## config.mk

```make
export PLATFORM = sky130hd
export DESIGN_NAME = defuzz9_seq
export DESIGN_NICKNAME = d
export VERILOG_FILES = /design/src/rtl/defuzz9_seq.sv
export SDC_FILE = /design/constraint.sdc
export NUM_CORES = 1
export LEC_CHECK = 0
export CORE_ASPECT_RATIO = 1.75
export CORE_MARGIN = 2
export CORE_UTILIZATION = 35
export DETAILED_ROUTE_END_ITERATION = 8
export GPL_ROUTABILITY_DRIVEN = 0
export PLACE_DENSITY = 0.6
export SETUP_SLACK_MARGIN = 0.05
export SYNTH_ARGS = -nofsm -noshare
export SYNTH_HDL_FRONTEND = slang
export SYNTH_SLANG_ARGS = --single-unit
```

## constraint.sdc

```tcl
create_clock -name clk -period 9.78 [get_ports clk]
set_clock_uncertainty 0.2 [all_clocks]
set_input_delay 1.956 -clock clk [delete_from_list [all_inputs] [get_ports clk]]
set_output_delay 1.956 -clock clk [all_outputs]
set_load 0.005 [all_outputs]
```

## src/rtl/defuzz9_seq.sv

```systemverilog
// -----------------------------------------------------------------------------
// defuzz9_seq
//
// Sequential weighted-average defuzzifier for a 3x3 fuzzy rule grid
// (temperature x temperature-rate). Each rule k carries a firing strength w_k
// and a constant singleton output C_k; the crisp result is
//
//     y = trunc_toward_zero( sum(w_k * C_k) / sum(w_k) )
//
// computed with one multiply-accumulate per cycle followed by a 16-step
// restoring divider. Latency from the accept edge to out_valid is fixed at
// 26 clock edges regardless of the data, including the all-zero-weight case.
//
// Ports
//   clk        in   1   clock, all state changes on the rising edge
//   rst_n      in   1   synchronous active-low reset
//   in_valid   in   1   w00..w22 hold a valid weight set
//   in_ready   out  1   block is idle and will accept a weight set
//   w00..w22   in   16  unsigned rule firing strengths, row-major
//   y          out  16  signed crisp result, registered
//   den_zero   out  1   y is DEFAULT_OUT because every weight was zero
//   out_valid  out  1   y / den_zero are valid
//   out_ready  in   1   consumer accepts y
// -----------------------------------------------------------------------------
module defuzz9_seq #(
    parameter logic signed [15:0] C00         = -16'sd24576,
    parameter logic signed [15:0] C01         = -16'sd16384,
    parameter logic signed [15:0] C02         = 16'sd0,
    parameter logic signed [15:0] C10         = -16'sd8192,
    parameter logic signed [15:0] C11         = 16'sd0,
    parameter logic signed [15:0] C12         = 16'sd8192,
    parameter logic signed [15:0] C20         = 16'sd0,
    parameter logic signed [15:0] C21         = 16'sd16384,
    parameter logic signed [15:0] C22         = 16'sd24576,
    parameter logic signed [15:0] DEFAULT_OUT = 16'sd0
) (
    input  logic               clk,
    input  logic               rst_n,
    input  logic               in_valid,
    output logic               in_ready,
    input  logic [15:0]        w00,
    input  logic [15:0]        w01,
    input  logic [15:0]        w02,
    input  logic [15:0]        w10,
    input  logic [15:0]        w11,
    input  logic [15:0]        w12,
    input  logic [15:0]        w20,
    input  logic [15:0]        w21,
    input  logic [15:0]        w22,
    output logic signed [15:0] y,
    output logic               den_zero,
    output logic               out_valid,
    input  logic               out_ready
);

    typedef enum logic [1:0] {
        StIdle,
        StAcc,
        StDiv,
        StDone
    } state_e;

    state_e             r_state;

    // Latched weight set, row-major 00,01,02,10,...,22
    logic [15:0]        r_w [9];

    // ACC: term index 0..8, then 9 for the sign/magnitude load step.
    // DIV: iteration count 0..15.
    logic [3:0]         r_idx;

    logic signed [35:0] r_num;
    logic [19:0]        r_den;

    logic               r_neg;
    logic [35:0]        r_rem;
    logic [35:0]        r_dsr;
    logic [15:0]        r_quo;

    logic               r_in_ready;
    logic               r_out_valid;
    logic               r_den_zero;
    logic signed [15:0] r_y;

    // -------------------------------------------------------------------------
    // Accumulate datapath: select the current term and form w_k * C_k
    // -------------------------------------------------------------------------
    logic [15:0]        w_wsel;
    logic signed [15:0] w_csel;
    logic signed [35:0] w_wext;
    logic signed [35:0] w_cext;
    logic signed [35:0] w_prod;
    logic [19:0]        w_den_next;

    always_comb begin
        w_wsel = r_w[0];
        w_csel = C00;
        case (r_idx)
            4'd0: begin w_wsel = r_w[0]; w_csel = C00; end
            4'd1: begin w_wsel = r_w[1]; w_csel = C01; end
            4'd2: begin w_wsel = r_w[2]; w_csel = C02; end
            4'd3: begin w_wsel = r_w[3]; w_csel = C10; end
            4'd4: begin w_wsel = r_w[4]; w_csel = C11; end
            4'd5: begin w_wsel = r_w[5]; w_csel = C12; end
            4'd6: begin w_wsel = r_w[6]; w_csel = C20; end
            4'd7: begin w_wsel = r_w[7]; w_csel = C21; end
            4'd8: begin w_wsel = r_w[8]; w_csel = C22; end
            default: begin w_wsel = 16'd0; w_csel = 16'sd0; end
        endcase
    end

    // Weight is unsigned: zero-extend it so the signed multiply stays exact.
    // |w * C| < 2^32, so the 36-bit product never truncates.
    assign w_wext     = {20'd0, w_wsel};
    assign w_cext     = {{20{w_csel[15]}}, w_csel};
    assign w_prod     = w_wext * w_cext;
    assign w_den_next = r_den + {4'd0, w_wsel};

    // -------------------------------------------------------------------------
    // Divide datapath: magnitude of the numerator and one restoring step
    // -------------------------------------------------------------------------
    logic [35:0]        w_num_neg;
    logic [35:0]        w_num_abs;
    logic               w_ge;
    logic [35:0]        w_rem_sub;
    logic [15:0]        w_quo_next;
    logic [15:0]        w_y_div;

    assign w_num_neg  = 36'd0 - r_num;
    assign w_num_abs  = r_num[35] ? w_num_neg : r_num;

    assign w_ge       = (r_rem >= r_dsr);
    assign w_rem_sub  = r_rem - r_dsr;
    assign w_quo_next = {r_quo[14:0], w_ge};

    // Quotient magnitude is at most 32768, so a negated 16'h8000 lands on
    // -32768 correctly and positive results never exceed 32767.
    assign w_y_div    = r_neg ? (16'd0 - w_quo_next) : w_quo_next;

    // -------------------------------------------------------------------------
    // Control FSM with registered handshake and result outputs
    // -------------------------------------------------------------------------
    always_ff @(posedge clk) begin
        if (!rst_n) begin
            r_state     <= StIdle;
            for (int i = 0; i < 9; i++) begin
                r_w[i] <= 16'd0;
            end
            r_idx       <= 4'd0;
            r_num       <= 36'sd0;
            r_den       <= 20'd0;
            r_neg       <= 1'b0;
            r_rem       <= 36'd0;
            r_dsr       <= 36'd0;
            r_quo       <= 16'd0;
            r_in_ready  <= 1'b1;
            r_out_valid <= 1'b0;
            r_den_zero  <= 1'b0;
            r_y         <= 16'sd0;
        end else begin
            unique case (r_state)
                StIdle: begin
                    if (in_valid) begin
                        r_w[0]     <= w00;
                        r_w[1]     <= w01;
                        r_w[2]     <= w02;
                        r_w[3]     <= w10;
                        r_w[4]     <= w11;
                        r_w[5]     <= w12;
                        r_w[6]     <= w20;
                        r_w[7]     <= w21;
                        r_w[8]     <= w22;
                        r_num      <= 36'sd0;
                        r_den      <= 20'd0;
                        r_idx      <= 4'd0;
                        r_in_ready <= 1'b0;
                        r_state    <= StAcc;
                    end
                end

                StAcc: begin
                    if (r_idx == 4'd9) begin
                        // All nine terms are in; split the numerator into sign
                        // and magnitude and align the divisor for bit 15.
                        r_neg   <= r_num[35];
                        r_rem   <= w_num_abs;
                        r_dsr   <= {1'b0, r_den, 15'd0};
                        r_quo   <= 16'd0;
                        r_idx   <= 4'd0;
                        r_state <= StDiv;
                    end else begin
                        r_num <= r_num + w_prod;
                        r_den <= w_den_next;
                        r_idx <= r_idx + 4'd1;
                    end
                end

                StDiv: begin
                    // A zero divisor still runs all 16 steps to keep the
                    // latency fixed; its quotient is discarded below.
                    r_quo <= w_quo_next;
                    if (w_ge) begin
                        r_rem <= w_rem_sub;
                    end
                    r_dsr <= r_dsr >> 1;
                    r_idx <= r_idx + 4'd1;
                    if (r_idx == 4'd15) begin
                        if (r_den == 20'd0) begin
                            r_y        <= DEFAULT_OUT;
                            r_den_zero <= 1'b1;
                        end else begin
                            r_y        <= $signed(w_y_div);
                            r_den_zero <= 1'b0;
                        end
                        r_out_valid <= 1'b1;
                        r_state     <= StDone;
                    end
                end

                StDone: begin
                    if (out_ready) begin
                        r_out_valid <= 1'b0;
                        r_in_ready  <= 1'b1;
                        r_state     <= StIdle;
                    end
                end

                default: begin
                    r_out_valid <= 1'b0;
                    r_in_ready  <= 1'b1;
                    r_state     <= StIdle;
                end
            endcase
        end
    end

    assign in_ready  = r_in_ready;
    assign out_valid = r_out_valid;
    assign y         = r_y;
    assign den_zero  = r_den_zero;

endmodule

```

Word level (Yosys, flattened, before mapping)
Memories as Yosys holds them, arrays and structs flattened.
Index checks and enable logic that the tools add are counted.
- logic and storage cells: 113
- output and inout bits: 19
- input bits: 148
- bits in writable memories: 144
- bits in registers: 169
- memories kept: 1
- memories (memory ; depth ; width ; read ports ; clocked after Yosys merged registers in ; wr ports ; RTL line ; source):
    r_w ; 9 ; 16 ; 9 ; 0 ; 9 ; 66 ; logic [15:0] r_w [9];
- bitwise gates (word level): 9
- muxes and demuxes: 47
- add/subtract/negate cells: 6
- multipliers: 1
- equality and inequality tests: 19
- $lt $le $gt $ge: 1
- reductions and logical operators: 17
- operator list (operator ; count):
    36-bit two-way mux ; 6
    36-bit case mux with 2 select lines ; 3
    16-bit two-way mux ; 11
    16-bit case mux with 9 select lines ; 1
    16-bit case mux with 6 select lines ; 1
    20-bit two-way mux ; 2
    20-bit case mux with 2 select lines ; 1
    36-bit by 33-bit adder with 36-bit output ; 1
    36-bit greater-or-equal comparator ; 1
    1-bit by 36-bit subtractor with 36-bit output (first input constant) ; 1
    36-bit subtractor ; 1
    17-bit by 16-bit multiplier with 33-bit output ; 1
    15-bit case mux with 2 select lines ; 1
    20-bit by 16-bit adder with 20-bit output ; 1
    20-bit zero test ; 1
    4-bit by 3-bit equality test with 1-bit output (second input constant) ; 4
    1-bit by 16-bit subtractor with 16-bit output (first input constant) ; 1
    15-bit two-way mux ; 1
    4-bit equality test (second input constant) ; 3
    2-bit inequality test (second input constant) ; 6
    4-bit case mux with 3 select lines ; 1
    3-bit AND reduction ; 4
    1-bit two-way mux ; 10
    1-bit OR ; 9
    other kinds (15) ; 28

Depth between registers and ports, before layout
Gate-level depths: netlist of run 1.
- depth after elaboration: 6
- gate-level depth with buffers: 30
- depth with buffers taken out: 27

Least setup slack after synthesis of run 1
OpenSTA, ideal clock, no wires.
- path type: reg-to-reg
- start point: register r_idx[2]
- end point: register r_num[35]
- period minus slack after synthesis: 6712 ps
- library setup time: 119 ps
- buffers on the path: 4
- stages on the path, launching flop included: 29
- data required time: 9461 ps
- arrival: 6394 ps
- setup slack: 3068 ps
- cells stage by stage: dfxtp_1 clkbuf_1 inv_1 nor2_1 and2_1 clkbuf_1 clkbuf_1 a211o_1 clkbuf_1 nand2_1 fa_1 inv_1 ha_1 ha_1 ha_1 inv_1 fa_1 inv_1 fa_1 ha_1 o21a_1 o21ai_1 a21oi_1 a221oi_1 a21oi_1 a41o_1 o41ai_1 xnor2_1 o21ai_1
- word-level cells in the longest chain between the ends: 6
- elaborated cells on any way between the ends: 18
- classes of those cells: add/sub: 1; mul: 1; eq/ne: 10; mux: 4; reduce/logical: 2
- RTL lines (element ; RTL line ; source):
    start: declaration ; 70 ; logic [3:0] r_idx;
    start signal: assignment ; 194 ; r_idx <= r_idx + 4'd1;
    start signal: assignment ; 206 ; r_idx <= r_idx + 4'd1;
    4-bit equality test (tied with other cells) ; 98 ; case (r_idx)
    16-bit case mux with 9 select lines or 16-bit case mux with 6 select lines (tied branches) ; 98 ;
    17-bit by 16-bit multiplier with 33-bit output ; 116 ; assign w_prod = w_wext * w_cext;
    36-bit by 33-bit adder with 36-bit output ; 192 ; r_num <= r_num + w_prod;
    36-bit two-way mux ; 182 ; if (r_idx == 4'd9) begin
    36-bit case mux with 2 select lines ; 161 ; unique case (r_state)
    end signal: assignment ; 192 ;
    end: declaration ; 72 ; logic signed [35:0] r_num;
Parallel ways exist; a longest one is shown, timed or not. The select of a mux whose other input is x is not followed.
A chain may end at the register's enable or synchronous reset.

Final worst setup path of run 1
- start point: register r_idx[1]
- end point: register r_num[35]
Same word-level chain as after synthesis.

==> flow_metrics.env, run 1 <==
export IMPL_status="finished clean"
export IMPL_drt_wirelength_per_cell_um=18.14
export IMPL_design_die_area_um2=54560
export IMPL_die_h_um=307.5
export IMPL_die_x_um=177.4
export IMPL_path_buf_inv=4
export IMPL_fin_nets=2392
export IMPL_end_kind="flip-flop"
export IMPL_place_hpwl_um=39070
export IMPL_place_area_um2=20670
export IMPL_netlist_area_um2=18420
export IMPL_synth_edf_count=144
export IMPL_synth_flop_cell="dfxtp_1"
export IMPL_whs_endpoint="y[7]"
export IMPL_instances_no_fill=2752
export IMPL_cts_buffers=30
export IMPL_clk_path_buf_depth=3
export IMPL_cpMostUsedCell="ha_1"
export IMPL_irDropWorstVdd_v=0.0001925
export IMPL_cts_htree_levels=1
export IMPL_vias=14600
export IMPL_io_pins=167
export IMPL_antenna_found_initial=0
export IMPL_yosysWarnings=0
export IMPL_synth_top_area_cell="edfxtp_1"
export IMPL_min_from="y[7]"
export IMPL_tns_ps=0
export IMPL_critical_path_class="reg -> reg"
export IMPL_cts_root_buf="clkbuf_16"
export IMPL_cts_hold_buf=0
export IMPL_synth_top_cell_area_share=0.2347
export IMPL_final_min_clock_period_ps=7890
export IMPL_r2r_cells=26
export IMPL_worst_pin_slew_ps=1137
export IMPL_hold_viol=0
export IMPL_synthDistinctLibCells=73
export IMPL_drc=0
export IMPL_cap_violations=0
export IMPL_cts_tree="yes"
export IMPL_seq_area_frac_synth=0.4032
export IMPL_cp_slowest_cell="a221oi_1"
export IMPL_fmax_mhz=126.7
export IMPL_r2r_start="r_idx[1]"
export IMPL_final_antenna_net_count=0
export IMPL_grt_pass1_wl_um=78140
export IMPL_crit_family="compound AO/OA/AOI/OAI gates"
export IMPL_synthTopCellsByArea="edfxtp_1 23%, dfxtp_1 17%, ha_1 11%"
export IMPL_hold_depth=2
export IMPL_wl_um=49930
export IMPL_drv_slew=0
export IMPL_grt_max_degree=132
export IMPL_post_cts_buffers=0
export IMPL_rows=111
export IMPL_muxShareOfSynthArea=0.01576
export IMPL_areaGrowthSynthToFinish_pct=17.86
export IMPL_syn_area_per_cell_um2=9.486
export IMPL_drt_iter0_drc=810
export IMPL_crit_arrival_ps=8160
export IMPL_max_stage_delay_ps=740
export IMPL_yosys_area_share_simple=0.1767
export IMPL_final_area_um2=21710
export IMPL_p_per_area_nw_per_um2=345.6
export IMPL_crit_path_start_kind="flip-flop"
export IMPL_post_place_cells=2696
export IMPL_required_ps=10050
export IMPL_clk_latency_ps=600
export IMPL_finalSetupViolCount=0
export IMPL_ctsResizeCount=0
export IMPL_grt_ovfl_total=0
export IMPL_rsz0062_at_grt="no"
export IMPL_synth_compound_area_frac=0.1717
export IMPL_async_flop_share=0
export IMPL_path_clk_slew_ps=70
export IMPL_syn_inst=1942
export IMPL_fin_crit_sh=0.8067
export IMPL_start_util=0.3528
export IMPL_grt_pass1_vias=14940
export IMPL_coreArea_um2=52220
export IMPL_cts_sinks=299
export IMPL_antennaDiodeCount=0
export IMPL_via_per_inst=5.307
export IMPL_yosys_area_share_adder=0.1452
export IMPL_port_buffers=166
export IMPL_syn_nets=2284
export IMPL_synth_xor_area_frac=0.04231
export IMPL_grtUsageTotal=0.1805
export IMPL_p_leak_uw=0.008704
export IMPL_r2r_end="r_num[35]"
export IMPL_ys_ff_latch=299
export IMPL_whs_ps=247.9
export IMPL_drtPass1Iterations=7
export IMPL_cp_max_fo=19
export IMPL_power_total_uw=7503
export IMPL_drive_above_1_share=0.03616
export IMPL_synth_top_family_by_area="simple AND/OR/NAND/NOR gates"
export IMPL_hold_path_class="reg -> reg"
export IMPL_r2r_setup_slack_ps=1890
export IMPL_slew_headroom=0.2399
==> cell usage after synthesis, drive strengths merged, types with 10 or more instances <==
cell type,number
a211oi,34
a21o,22
a21oi,98
a22o,12
a22oi,86
a31oi,10
and2,164
buf,10
clkbuf,91
dfxtp,155
edfxtp,144
fa,33
ha,161
inv,119
mux2i,29
nand2,133
nand2b,31
nand3,44
nand4,15
nor2,166
nor2b,16
nor3,28
nor4,11
o21a,11
o21ai,78
o31ai,14
or3,16
xnor2,48
xor2,41
==> worst max path at each step <==
stage	to	start	depth (start not counted)	slack, ps
after floorplan	r_num[35]	r_idx[2]	28	3070
final	r_num[35]	r_idx[1]	26	1890
after global placement	r_num[35]	r_idx[0]	23	2200
after detailed placement	r_num[35]	r_idx[0]	23	1990
after CTS	r_num[35]	r_idx[1]	25	1970
after global routing	r_num[35]	r_idx[0]	23	1550
==> placed cells by master, fill, tap and decap left out, drive strengths merged, types with 9 or more instances in the layout <==
cell type	n
clkdlybuf4s50	166
nor2	166
and2	164
ha	161
dfxtp	155
edfxtp	144
nand2	133
inv	119
a21oi	98
a22oi	86
o21ai	78
xnor2	48
nand3	44
xor2	41
clkbuf	36
a211oi	34
fa	33
nand2b	31
mux2i	29
nor3	28
a21o	22
or3	16
nor2b	16
nand4	15
o31ai	14
a22o	12
o21a	11
nor4	11
buf	11
a31oi	10
clkinv	10
a222oi	9
a221oi	9
and3	9
o41ai	9
o22a	9
==> cell type report <==
class                      instances  area (µm²)
clock buffer                      36       783.3
clock inverter                    20       262.8
tap                              678       848.3
sequential                       299        7427
fill                            5203       30510
inverter                         119       447.9
timing repair buffer             177        1744
multi-input combinational       1423       10200
==> worst reg2reg max path, stage by stage, from the launching register on <==
cell      delay, ps
dfxtp_1         410
inv_1            90
ha_1            250
and2_1          430
a22o_1          350
a221oi_1        740
nand3_1         290
nand2_1         150
fa_1            440
inv_1            80
ha_1            230
ha_1            300
ha_1            280
inv_1            50
fa_1            510
inv_1            60
fa_1            470
ha_1            350
o21a_1          130
o21ai_1         210
a21oi_1         190
a221oi_1        510
a21oi_1         190
a41o_1          300
o41ai_1         320
xnor2_1         170
o21ai_1          70
==> through the flow <==
| stage | worst slack (ps) | util |
|---|---|---|
| 6_report | 1890 | 0.4158 |
| 5_1_grt | 1548 | 0.4158 |
| 4_1_cts | 1966 | 0.4158 |
| 3_5_place_dp | 1995 | 0.3957 |
| 3_3_place_gp | 2202 | 0.3957 |
| 2_1_floorplan | 3068 | - |
==> per-layer routing <==
layer,GRT usage,vias up,part of all wire
met5,0,-,0
met4,0.09055,0,0.054
met3,0.01951,131,0.037
met2,0.3522,389,0.54
met1,0.1857,6909,0.37
li1,-,7175,-
==> power by group <==
group / total, µW / switching (µW) / internal, µW / leakage [µW]
sequential: 1780 / 176 / 1600 / 0.00281
combinational: 4500 / 2670 / 1840 / 0.00540
clock: 1220 / 514 / 708 / 0.000496
==> kinds of logic (layout without fill, tap and decap cells) <==
kind of cell    count (synthesis)  in the layout
simple gates                  650            650
fa+ha+maj                     194            194
mux                            29             29
compound gates                461            461
flops                         299            299
xor+xnor                       89             89
buf+inv                       220            352
==> registers in the layout, indices dropped and copies added, names as in the netlist, 2 cells and up <==
| register | flops |
|---|---|
| r_w | 144 |
| r_rem | 36 |
| r_dsr | 35 |
| r_num | 23 |
| r_den | 20 |
| y | 16 |
| r_quo | 15 |
| r_idx | 4 |
| r_state | 2 |
No activity file was read; power rests on OpenSTA's default activity.
==> run 2: changes to the inputs <==
Settings changed: PLACE_DENSITY 0.6 to 0.62.
Clock period 9.78 ns to 6.6 ns, I/O delays scaled along.
==> run 2 against run 1 <==
  * Worst setup slack lost 1600 ps
  * Critical endpoint unchanged
  * Non-clock buffer count grew 95
  * Critical path depth unchanged
  * Wire length up 2.3%
  * Largest power group unchanged
  * Clock power grew 55%
  * Core utilization rose by 2.4 points
  * Final cell count grew 3.5%
==> flow_metrics.env, run 2 (synthesis results as in run 1) <==
export IMPL_hold_path_class="reg -> reg"
export IMPL_cts_tree="yes"
export IMPL_p_seq_frac=0.213
export IMPL_regArea_um2=7430
export IMPL_multiInputGateArea_um2=10640
export IMPL_pre_cts_ws_ps=-226.7
export IMPL_clk_latency_ps=600
export IMPL_drv_slew=0
export IMPL_cts_htree_levels=1
export IMPL_worst_slack_ps=257.4
export IMPL_required_ps=6870
export IMPL_crit_path_start_kind="flip-flop"
export IMPL_drive_above_1_share=0.1116
export IMPL_critical_path_class="reg -> reg"
export IMPL_worst_pin_slew_ps=1097
export IMPL_top_register="r_w"
export IMPL_tns_ps=0
export IMPL_drt_iter0_drc=812
export IMPL_top_regs="r_w: 144 flops, r_rem: 36 flops, r_dsr: 35 flops"
export IMPL_cts_hold_buf=0
export IMPL_drt_wirelength_per_cell_um=17.94
export IMPL_route_met3_wl_um=1767
export IMPL_final_common_cell="clkdlybuf4s50_1"
export IMPL_grt_ovfl_total=0
export IMPL_fmax_mhz=157.7
export IMPL_fill_cells=5100
export IMPL_irDropWorstVdd_v=0.0003683
export IMPL_place_hpwl_um=39900
export IMPL_cap_violations=0
export IMPL_switching_power_uw=5422
export IMPL_final_antenna_net_count=0
export IMPL_p_leak_uw=0.009269
export IMPL_instances_no_fill=2847
export IMPL_vias=14920
export IMPL_grt_pass1_vias=15390
export IMPL_via_per_inst=5.241
export IMPL_clk_path_buf_depth=3
export IMPL_swShare=0.4360
export IMPL_drtPass1Iterations=5
export IMPL_rsz0062_at_grt="yes"
export IMPL_hold_viol=0
export IMPL_top_layer="met4"
export IMPL_cts_sinks=299
export IMPL_wl_met2_um=28030
export IMPL_end_kind="flip-flop"
export IMPL_largest_reg_flops=144
export IMPL_post_place_cells=2788
export IMPL_p_per_area_nw_per_um2=541.9
export IMPL_fin_crit_sh=0.9610
export IMPL_finalSetupViolCount=0
export IMPL_rows=111
export IMPL_internal_power_uw=7014
export IMPL_final_cell_mix="166 x clkdlybuf4s50_1, 163 x nor2_1, 154 x and2_1"
export IMPL_die_h_um=307.5
export IMPL_grt_pass1_wl_um=80060
export IMPL_whs_ps=255.5
export IMPL_fin_nets=2487
export IMPL_grt_max_degree=145
export IMPL_cts_buffers=30
export IMPL_wl_um=51080
export IMPL_status="finished clean"
export IMPL_pwr_share_comb=0.635
export IMPL_io_pins=167
export IMPL_utilization=0.4395
export IMPL_crit_arrival_ps=6610
export IMPL_slew_headroom=0.2662
export IMPL_design_die_area_um2=54560
export IMPL_cts_root_buf="clkbuf_16"
export IMPL_die_x_um=177.4
export IMPL_wl_met1_um=18200
export IMPL_start_util=0.3528
export IMPL_antennaDiodeCount=0
export IMPL_grtUsageTotal=0.1850
export IMPL_p_clk_frac=0.152
export IMPL_path_clk_slew_ps=70
export IMPL_port_buffers=166
export IMPL_cp_max_fo=7
export IMPL_drc=0
export IMPL_areaGrowthSynthToFinish_pct=24.58
export IMPL_final_min_clock_period_ps=6343
export IMPL_coreArea_um2=52220
export IMPL_antenna_found_initial=0
## run 2: power by group through the flow
stage	combinational, µW	sequential (µW)	clock [µW]
finish	7900	2650	1890
global route	8820	2690	1990
CTS	7370	2640	1930
detailed placement	7160	2680	0
global placement	7040	2680	0
floorplan	5020	2580	0
## run 2: final timing paths
path / start / end / slack (ps) / cells past startpoint
hold / removal: y[5] / y[5] / 260 / 2
setup / recovery: r_idx[1] / r_num[35] / 260 / 26
setup reg to reg: r_idx[1] / r_num[35] / 260 / 26
hold reg to reg: y[5] / y[5] / 260 / 2
## run 2: repair_timing
item | in CTS | in global routing
buffers inserted | 3 | 0
gates resized for setup | 25 | 56
pin swaps | 17 | 34
setup endpoints to repair | 7 | 13
## run 2: area by class of cell
type / instances / area share
Clock buffer: 37 / 0.03702
Clock inverter: 19 / 0.01150
Inverter: 119 / 0.01963
Multi-Input combinational cell: 1423 / 0.4634
Sequential cell: 299 / 0.3237
Tap cell: 678 / 0.03696
Timing Repair Buffer: 272 / 0.1078
## run 2: per-stage QoR
step | power [µW] | area [µm²]
3_5_place_dp | 9838 | 21380
3_3_place_gp | 9718 | 21380
6_report | 12440 | 22950
4_1_cts | 11950 | 22610
5_1_grt | 13500 | 22950
2_1_floorplan | 7600 | 18440
## run 2: critical path, cell delays in order (launching register included)
cell	delay [ps]
dfxtp_2	370
inv_1	100
ha_4	180
and2_4	160
a222oi_1	400
buf_4	210
nand3_1	60
a221o_1	280
nand2b_1	170
fa_1	540
inv_1	50
ha_1	320
ha_4	260
ha_4	240
fa_1	460
ha_1	320
ha_1	230
a21o_1	160
a21o_1	190
a21oi_2	160
nor2_1	80
a221oi_2	260
a21oi_2	110
a41o_1	220
o41ai_2	240
xnor2_1	150
o21ai_1	70
## run 2: routing by layer
metal,global-route usage,up-vias
met4,0.1056,0
met5,0,-
met2,0.3599,405
met1,0.1872,7028
li1,-,7356
met3,0.01815,133
==> run 3: changes to the inputs <==
Settings changed: REMOVE_ABC_BUFFERS from default to 1.
==> run 3 against run 2 <==
  * Die area unchanged
  * Flip-flop and latch count is the same
  * First-iteration DRC count fell by 3.6%
  * Critical path depth rose by 2
==> flow_metrics.env, run 3 (synthesis results as in run 1) <==
export IMPL_final_antenna_net_count=0
export IMPL_rsz0062_at_grt="yes"
export IMPL_path_clk_slew_ps=70
export IMPL_cap_violations=0
export IMPL_crit_path_start_kind="flip-flop"
export IMPL_wl_um=50430
export IMPL_cts_htree_levels=1
export IMPL_post_place_cells=2783
export IMPL_drt_wirelength_per_cell_um=17.69
export IMPL_use_met3=0.01951
export IMPL_drive_above_1_share=0.1054
export IMPL_irDropWorstVdd_v=0.0004264
export IMPL_vias=15070
export IMPL_fin_nets=2491
export IMPL_status="finished clean"
export IMPL_grtUsageTotal=0.1845
export IMPL_io_pins=167
export IMPL_largest_reg_flops=144
export IMPL_grt_ovfl_total=0
export IMPL_rows=111
export IMPL_via_per_inst=5.286
export IMPL_cts_root_buf="clkbuf_16"
export IMPL_cts_hold_buf=0
export IMPL_crit_arrival_ps=6580
export IMPL_fmax_mhz=158.2
export IMPL_grt_pass1_vias=15650
export IMPL_cp_max_fo=12
export IMPL_final_cell_mix="166 x clkdlybuf4s50_1, 162 x nor2_1, 154 x and2_1"
export IMPL_worst_pin_slew_ps=1144
export IMPL_end_kind="flip-flop"
export IMPL_worst_slack_ps=276.9
export IMPL_instances_no_fill=2850
export IMPL_cpMostUsedCell="ha_1"
export IMPL_slew_headroom=0.2346
export IMPL_antennaDiodeCount=0
export IMPL_antenna_found_initial=0
export IMPL_finalSetupViolCount=0
export IMPL_areaGrowthSynthToFinish_pct=23.70
export IMPL_coreArea_um2=52220
export IMPL_top_register="r_w"
export IMPL_grt_pass1_wl_um=80010
export IMPL_final_min_clock_period_ps=6323
export IMPL_clk_path_buf_depth=3
export IMPL_met2_usage=0.3640
export IMPL_cts_sinks=299
export IMPL_port_buffers=166
export IMPL_required_ps=6850
export IMPL_cp_slowest_cell="fa_1"
export IMPL_final_common_cell="clkdlybuf4s50_1"
export IMPL_fin_crit_sh=0.9580
export IMPL_cts_tree="yes"
export IMPL_crit_family="adder cells"
export IMPL_critical_path_class="reg -> reg"
export IMPL_use_met1=0.1792
export IMPL_start_util=0.3528
export IMPL_die_h_um=307.5
export IMPL_die_x_um=177.4
export IMPL_drtPass1Iterations=5
export IMPL_grt_max_degree=145
export IMPL_top_usage_layer="met2"
export IMPL_clk_latency_ps=600
export IMPL_drt_iter0_drc=783
export IMPL_hold_path_class="reg -> reg"
export IMPL_pre_cts_ws_ps=-246.5
export IMPL_cts_buffers=29
export IMPL_p_leak_uw=0.009248
export IMPL_path_buf_inv=5
export IMPL_drc=0
export IMPL_drv_slew=0
export IMPL_place_hpwl_um=38940
export IMPL_design_die_area_um2=54560
export IMPL_max_stage_delay_ps=560
export IMPL_p_per_area_nw_per_um2=527.5
export IMPL_hold_viol=0
export IMPL_top_regs="r_w: 144 flops, r_rem: 36 flops, r_dsr: 35 flops"
==> run 3: area by class of cell <==
class,count,area (µm²)
Tap cell,678,848.3
Inverter,119,447.9
Sequential cell,299,7430
Multi-Input combinational cell,1424,10510
Clock inverter,22,271.5
Fill cell,5073,29430
Clock buffer,32,737.0
Timing Repair Buffer,276,2545
==> run 3: power breakdown <==
| group | internal [µW] | switching, µW | leakage [µW] | total [µW] |
|---|---|---|---|---|
| registers | 2370 | 281 | 0.00281 | 2660 |
| logic | 3440 | 4140 | 0.00596 | 7590 |
| clock network | 1010 | 769 | 0.000483 | 1780 |
==> run 3: routing by layer <==
layer  share of wire  routed length, µm
met2            0.55              27770
met3           0.034               1718
met5               0                  0
met1            0.35              17640
met4           0.065               3289
==> run 3: path summary, 6_finish.rpt <==
| check | start | endpoint | slack, ps | depth (start not counted) |
|---|---|---|---|---|
| hold / removal | y[0] | y[0] | 250 | 2 |
| setup / recovery | r_idx[1] | r_num[35] | 280 | 28 |
| hold reg to reg | y[0] | y[0] | 250 | 2 |
| setup reg to reg | r_idx[1] | r_num[35] | 280 | 28 |
==> run 3: per-stage QoR <==
| stage | hold slack (ps) | setup TNS, ps | area (µm²) | util | power (µW) |
|---|---|---|---|---|---|
| 2_1_floorplan | 244.2 | -18190 | 18040 | - | 7542 |
| 3_3_place_gp | 245.0 | -213.8 | 21370 | 0.4092 | 9564 |
| 3_5_place_dp | 248.2 | -531.1 | 21370 | 0.4092 | 9692 |
| 4_1_cts | 257.0 | 0 | 22530 | 0.4315 | 11750 |
| 5_1_grt | 275.7 | 0 | 22790 | 0.4364 | 13080 |
| 6_report | 251.6 | 0 | 22790 | 0.4364 | 12020 |
==> run 3: worst min-delay path, stage by stage, from the launching register on <==
cell     delay (ps)
dfxtp_1         310
nand2_1          50
a21oi_1          50
==> run 3: what timing repair did <==
action	4_1_cts	5_1_grt
gates cloned	1	0
gates resized for setup	24	44
setup buffers	8	4
setup endpoints to repair	6	12
pin swaps	15	40
